--- config.mk ---
export PLATFORM = sky130hd
export DESIGN_NAME = fp_issue_ctrl
export DESIGN_NICKNAME = d
export VERILOG_FILES = /design/src/rtl/fp_issue_ctrl.sv
export SDC_FILE = /design/constraint.sdc
export NUM_CORES = 1
export LEC_CHECK = 0
export ABC_AREA = 1
export CORE_MARGIN = 5
export CORE_UTILIZATION = 43
export CTS_BUF_LIST = sky130_fd_sc_hd__clkbuf_8
export DETAILED_ROUTE_END_ITERATION = 10
export GPL_ROUTABILITY_DRIVEN = 0
export PLACE_DENSITY = 0.76
export SLEW_MARGIN = 20
export SYNTH_ARGS = -nofsm -noshare
export SYNTH_HDL_FRONTEND = slang
export SYNTH_SLANG_ARGS = --single-unit
--- constraint.sdc ---
create_clock -name clk -period 2.8 [get_ports clk]
set_input_delay 0.7 -clock clk [delete_from_list [all_inputs] [get_ports clk]]
set_output_delay 0.7 -clock clk [all_outputs]
set_load 0.02 [all_outputs]
--- src/rtl/fp_issue_ctrl.sv ---
// fp_issue_ctrl: issue/sequencing controller for the FP coprocessor.
// Launches one FP arithmetic op at a time into a non-pipelined multi-cycle FPU,
// tracks its pending destination, stalls dependent or conflicting instructions,
// and arbitrates the single FP register-file write port.
//
// Optional feature macro: FP_DIV_EN (defined: funct 000011 div is issued;
// undefined: div is dropped with an fp_illegal pulse).
//
// Ports:
//   clk, rst                       clock, synchronous active-high reset
//   issue_valid                    decoded instruction present
//   fp_operation, fp_reg_write,    decode class flags (FP op, FP reg write,
//   fp_reg_read, move_fp_to_cpu,   SWC1, MFC1, MTC1)
//   move_cpu_to_fp
//   fp_funct, fs, ft, fd           funct and register specifiers
//   fpu_done                       FPU result valid pulse
//   stall                          decode hold (combinational)
//   fpu_start, fpu_funct           registered launch pulse and funct to FPU
//   fp_wb_en, fp_wb_sel_fpu,       FP regfile write port control (combinational)
//   fp_wb_addr
//   fp_busy                        op in flight (EXEC or WB)
//   fp_illegal                     registered pulse: unsupported funct dropped
//   fp_error                       sticky watchdog expiry
module fp_issue_ctrl #(
  parameter int unsigned TIMEOUT = 64,
  parameter int unsigned CNT_W   = 7
) (
  input  logic       clk,
  input  logic       rst,
  input  logic       issue_valid,
  input  logic       fp_operation,
  input  logic       fp_reg_write,
  input  logic       fp_reg_read,
  input  logic       move_fp_to_cpu,
  input  logic       move_cpu_to_fp,
  input  logic [5:0] fp_funct,
  input  logic [4:0] fs,
  input  logic [4:0] ft,
  input  logic [4:0] fd,
  input  logic       fpu_done,
  output logic       stall,
  output logic       fpu_start,
  output logic [5:0] fpu_funct,
  output logic       fp_wb_en,
  output logic       fp_wb_sel_fpu,
  output logic [4:0] fp_wb_addr,
  output logic       fp_busy,
  output logic       fp_illegal,
  output logic       fp_error
);

  localparam int unsigned FUNCT_W = 6;
  localparam int unsigned REG_W   = 5;

`ifdef FP_DIV_EN
  localparam logic [FUNCT_W-1:0] MAX_FUNCT = FUNCT_W'(3);
`else
  localparam logic [FUNCT_W-1:0] MAX_FUNCT = FUNCT_W'(2);
`endif

  typedef enum logic [1:0] {IDLE = 2'd0, EXEC = 2'd1, WB = 2'd2} state_t;

  state_t             state, state_nxt;
  logic [REG_W-1:0]   pend_dest;
  logic [CNT_W-1:0]   wd_cnt;

  logic funct_legal, is_op, is_bad, is_mtc1, is_lwc1, is_swc1, is_mfc1;
  logic pend_valid, data_haz, struct_haz, accept, launch, load_wr, timeout;
  logic [REG_W-1:0] load_dest;

  // Instruction classification; decode flags are prioritised in case of overlap.
  assign funct_legal = fp_funct <= MAX_FUNCT;
  assign is_op   = fp_operation & funct_legal;
  assign is_bad  = fp_operation & ~funct_legal;
  assign is_mtc1 = ~fp_operation & move_cpu_to_fp;
  assign is_lwc1 = ~fp_operation & ~move_cpu_to_fp & fp_reg_write;
  assign is_swc1 = ~fp_operation & ~move_cpu_to_fp & ~fp_reg_write & fp_reg_read;
  assign is_mfc1 = ~fp_operation & ~move_cpu_to_fp & ~fp_reg_write & ~fp_reg_read & move_fp_to_cpu;
  assign load_dest = is_mtc1 ? fs : ft;

  // RAW/WAW against the in-flight destination, which stays live through WB.
  assign pend_valid = (state != IDLE);
  assign data_haz = pend_valid &
                    ((is_op   & ((fs == pend_dest) | (ft == pend_dest) | (fd == pend_dest))) |
                     (is_mtc1 & (fs == pend_dest)) |
                     (is_lwc1 & (ft == pend_dest)) |
                     (is_swc1 & (ft == pend_dest)) |
                     (is_mfc1 & (fs == pend_dest)));
  // FPU busy in EXEC; write port owned by the FPU result in WB.
  assign struct_haz = (is_op & (state == EXEC)) | ((is_mtc1 | is_lwc1) & (state == WB));

  assign stall   = issue_valid & (data_haz | struct_haz);
  assign accept  = issue_valid & ~stall;
  assign launch  = accept & is_op;
  assign load_wr = accept & (is_mtc1 | is_lwc1);
  // Done on the last allowed cycle still wins over expiry.
  assign timeout = (state == EXEC) & ~fpu_done & (wd_cnt == CNT_W'(TIMEOUT - 1));

  // State register.
  always_ff @(posedge clk) begin
    if (rst) state <= IDLE;
    else     state <= state_nxt;
  end

  // Next-state logic.
  always_comb begin
    state_nxt = state;
    case (state)
      IDLE:    if (launch) state_nxt = EXEC;
      EXEC:    if (fpu_done) state_nxt = WB;
               else if (timeout) state_nxt = IDLE;
      WB:      state_nxt = launch ? EXEC : IDLE;
      default: state_nxt = IDLE;
    endcase
  end

  // Write-port arbitration and busy flag.
  always_comb begin
    fp_wb_en      = 1'b0;
    fp_wb_sel_fpu = 1'b0;
    fp_wb_addr    = '0;
    fp_busy       = (state != IDLE);
    if (state == WB) begin
      fp_wb_en      = 1'b1;
      fp_wb_sel_fpu = 1'b1;
      fp_wb_addr    = pend_dest;
    end else if (load_wr) begin
      fp_wb_en   = 1'b1;
      fp_wb_addr = load_dest;
    end
  end

  // Launch, pending destination, watchdog and status registers.
  always_ff @(posedge clk) begin
    if (rst) begin
      pend_dest  <= '0;
      wd_cnt     <= '0;
      fpu_start  <= 1'b0;
      fpu_funct  <= '0;
      fp_illegal <= 1'b0;
      fp_error   <= 1'b0;
    end else begin
      fpu_start  <= launch;
      fp_illegal <= issue_valid & is_bad;
      if (timeout) fp_error <= 1'b1;
      if (launch) begin
        pend_dest <= fd;
        fpu_funct <= fp_funct;
      end else if ((state == WB) || timeout) begin
        pend_dest <= '0;
      end
      if (launch || (state != EXEC)) wd_cnt <= '0;
      else                           wd_cnt <= wd_cnt + CNT_W'(1);
    end
  end

endmodule
==> metrics.txt <==
register area share after synthesis 32.60%; final net count 350; die width 67.32 um; initial core utilization 45.52%; crit path launch type input port; share of layout cells above drive strength 1 35.85%; yosys warns 0; vias post-DR 1697; Synth Net Count 263; GRT Total Usage 19.90%; Remaining DRCs 0; Buf/Inv on CP 12; post-synthesis cell area 1413 sq um; Hold Path Origin fpu_funct[3]$_SDFFE_PP0N_; Max Buffers Root-to-Sink 2; root buffer cell clkbuf_8; via density per instance 4.688; CTS tree yes; DRT Pass-1 Iters 4; largest net degree at the start of global routing 15; DP HPWL 2.830 mm; FF+latch count, synth 23; r2r startpoint pend_dest[0]$_SDFFE_PP0P_; maxcap violations 0; clock sink count 23; first-pass GRT wire length 6.817 mm; GRT overflow 0; max-slew violations 0; Worst path max stage delay 240 ps; initial antenna violation count 0; leakage power total 1.122 nW; Synth cell types 24; Final min period 2705 ps; total power 0.0006684 W; Most common cell on crit path buf_4; Peak supply drop 0.2907 mV; CP Max Fanout 7; HP Class reg -> reg; PwrDens 295.6 nW/um^2; Layout area overhead 60.05%; Syn Inst Count 232; total core area 3103 sq um; Hold Path Stages 2; die area 4531 sq um; clk_lat worst skew 270 ps; I/O pin total 48; Die H 67.32 um; status completed; Placed Cells 335; Tcrit/Tclk final 96.59%; Final Hold Vio Count 0; H-tree depth 1; Clock Skew 2.720 ps; CP max stage cell dlygate4sd2_1; Worst slew margin 77.16%; worst hold endpoint fpu_funct[3]$_SDFFE_PP0N_; fin cells 362; R2R Setup Slk 170 ps; CP Cell Sequence dlygate4sd2_1 > inv_2 > nand3_1 > o21ai_1 > nand3_1 > nand2_1 > inv_2 > nand2_2 > nand2_2 > buf_4 > buf_4 > buf_4 > buf_4 > buf_4 > buf_4 > buf_4 > buf_4 > nand4_4 > buf_4 > nand2_2 > nor2_2; Critical Path AT 2920 ps; WL per Instance 12.22 um; Setup crit end kind register; vias in the first global route 1561; Worst-path clk slew 80 ps; f_max 369.7 MHz; initial DRC count 126; clock buffer count from CTS 3; FP Rows 20; Final setup viols 0; Least-Margin Pin Slew 341.3 ps; mean area per synthesized cell 6.089 sq um; cell depth of the worst flop-to-flop path 21; final antenna-violating net count 0; Reg2Reg Capture Point fpu_funct[5]$_SDFFE_PP0N_; family with the most delay on the worst path buffers and inverters; ant diodes 0; WL final 4.425 mm; Worst Path Class, Setup in -> reg; port bufs 47; Worst Path Required 3010 ps
synth_stat cells:
cell,number,share of area (%)
nor2_1,33,8.8
nor2_2,8,3.5
nand3_2,1,0.71
nand2_1,78,21
dfxtp_1,23,33
xor2_1,2,1.2
inv_2,7,1.9
clkbuf_1,1,0.27
buf_1,1,0.27
nor2_4,1,0.80
nor3b_1,3,1.6
o21ai_1,7,2.5
nand4_4,1,1.5
buf_8,1,1.1
xnor2_1,2,1.2
ha_1,1,0.89
nand2_2,5,2.2
nor3_1,1,0.35
inv_1,30,8.0
nand3_1,15,5.3
nand4_1,2,0.89
a21oi_1,4,1.4
a22oi_2,1,0.89
o21ai_0,4,1.4
worst max-delay path by stage:
stage | startpoint | endpoint | slack, ps | depth (start not counted)
2_1_floorplan | fs[1] | fp_wb_addr[0] | 310 | 13
3_3_place_gp | fp_operation | fp_wb_addr[1] | -670 | 14
3_5_place_dp | fs[2] | fp_wb_addr[4] | -690 | 16
4_1_cts | fs[4] | fp_wb_addr[4] | -8 | 15
5_1_grt | pend_dest[1]$_SDFFE_PP0P_ | fpu_funct[0]$_SDFFE_PP0N_ | -20 | 21
6_report | fp_reg_write | fpu_funct[5]$_SDFFE_PP0N_ | 100 | 21
registers in the layout, indices dropped and copies added, names as in the netlist:
name	flops
state	2
wd_cnt	7
fp_error	1
fp_illegal	1
fpu_start	1
pend_dest	5
fpu_funct	6
worst register-to-register path, stage by stage (launching register included):
cell     delay [ps]
dfxtp_1         470
inv_2           100
nand2_1         110
nand2_2          70
nor2_2           90
nand3_1          70
nand3_1          80
nand2_1          70
nand2_2          70
nand2_2          60
buf_4           130
buf_4           120
buf_4           120
buf_4           120
buf_4           120
buf_4           120
buf_4           130
buf_4           150
nand4_4         120
buf_4           140
nand2_2          40
nor2_2           70
per-layer routing:
layer	wire length [um]	global-route usage [%]	part of all wire [%]	vias to the layer above
li1	-	-	-	879
met1	1808	24.87	41	753
met2	2229	34.48	50	56
met3	305	3.827	6.9	9
met4	82	5.823	1.9	0
met5	0	0	0	-
cells by family after synthesis:
family                     count (synthesis)  synth area share [%]
xor gates and xnor gates                   4                 2.481
and+or+nand+nor                          148                 46.41
adders and majority gates                  1                0.8856
AOI/OAI and AO/OA                         16                 6.200
buffers and inverters                     40                 11.43
DFF                                       23                 32.60
placed cells by master (no fill, tap or decap), types with 2 or more instances in the layout:
cell	instances
clkdlybuf4s15_1	3
inv_2	11
xor2_1	2
o21ai_2	6
dlygate4sd2_1	8
nor3b_1	3
nand2_2	14
dfxtp_1	23
o21ai_0	3
clkbuf_8	3
clkbuf_2	15
buf_4	38
inv_1	26
buf_6	6
nand3_1	14
nand2_1	69
o21ai_1	2
nor2_1	29
nor2_2	10
nor2_4	3
nand4_1	2
clkdlybuf4s50_1	14
a21oi_1	3
where the power goes:
group          leakage [nW]  internal [W]  switching [W]
clock network        0.0255     0.0000995       0.000107
logic                 0.911     0.0000635      0.0000693
registers             0.185      0.000328     0.00000128
total                  1.12      0.000491       0.000177
per-stage QoR:
| stage | hold WS, ps | TNS [ps] | util (%) | worst slack, ps | cell area [sq um] |
|---|---|---|---|---|---|
| 6_report | 444.3 | 0 | 72.86 | 95.37 | 2261 |
| 5_1_grt | 464.7 | -31.90 | 72.86 | -17.23 | 2261 |
| 4_1_cts | 453.9 | -8.448 | 71.45 | -8.448 | 2217 |
| 3_5_place_dp | 440.3 | -4705 | 65.36 | -693.4 | 2028 |
| 3_3_place_gp | 432.0 | -4552 | 65.36 | -673.1 | 2028 |
| 2_1_floorplan | 417.9 | 0 | - | 308.0 | 1413 |
timing repair:
item | 4_1_cts | 5_1_grt
resized for setup | 80 | 50
pin swaps | 21 | 20
setup buffers | 17 | 5
hold buffers | 0 | 0
gates cloned | 0 | 1
endpoints found under the setup margin | 7 | 20
layout make-up:
cell class                 count  area [sq um]
tap                           44         55.05
sequential                    23         460.4
timing repair buffer          84         668.1
fill                         265         842.1
clock inverter                 1         5.005
clock buffer                   3         41.29
multi-input combinational    170         892.1
inverter                      37         138.9
(Power assumes the default switching activity.)
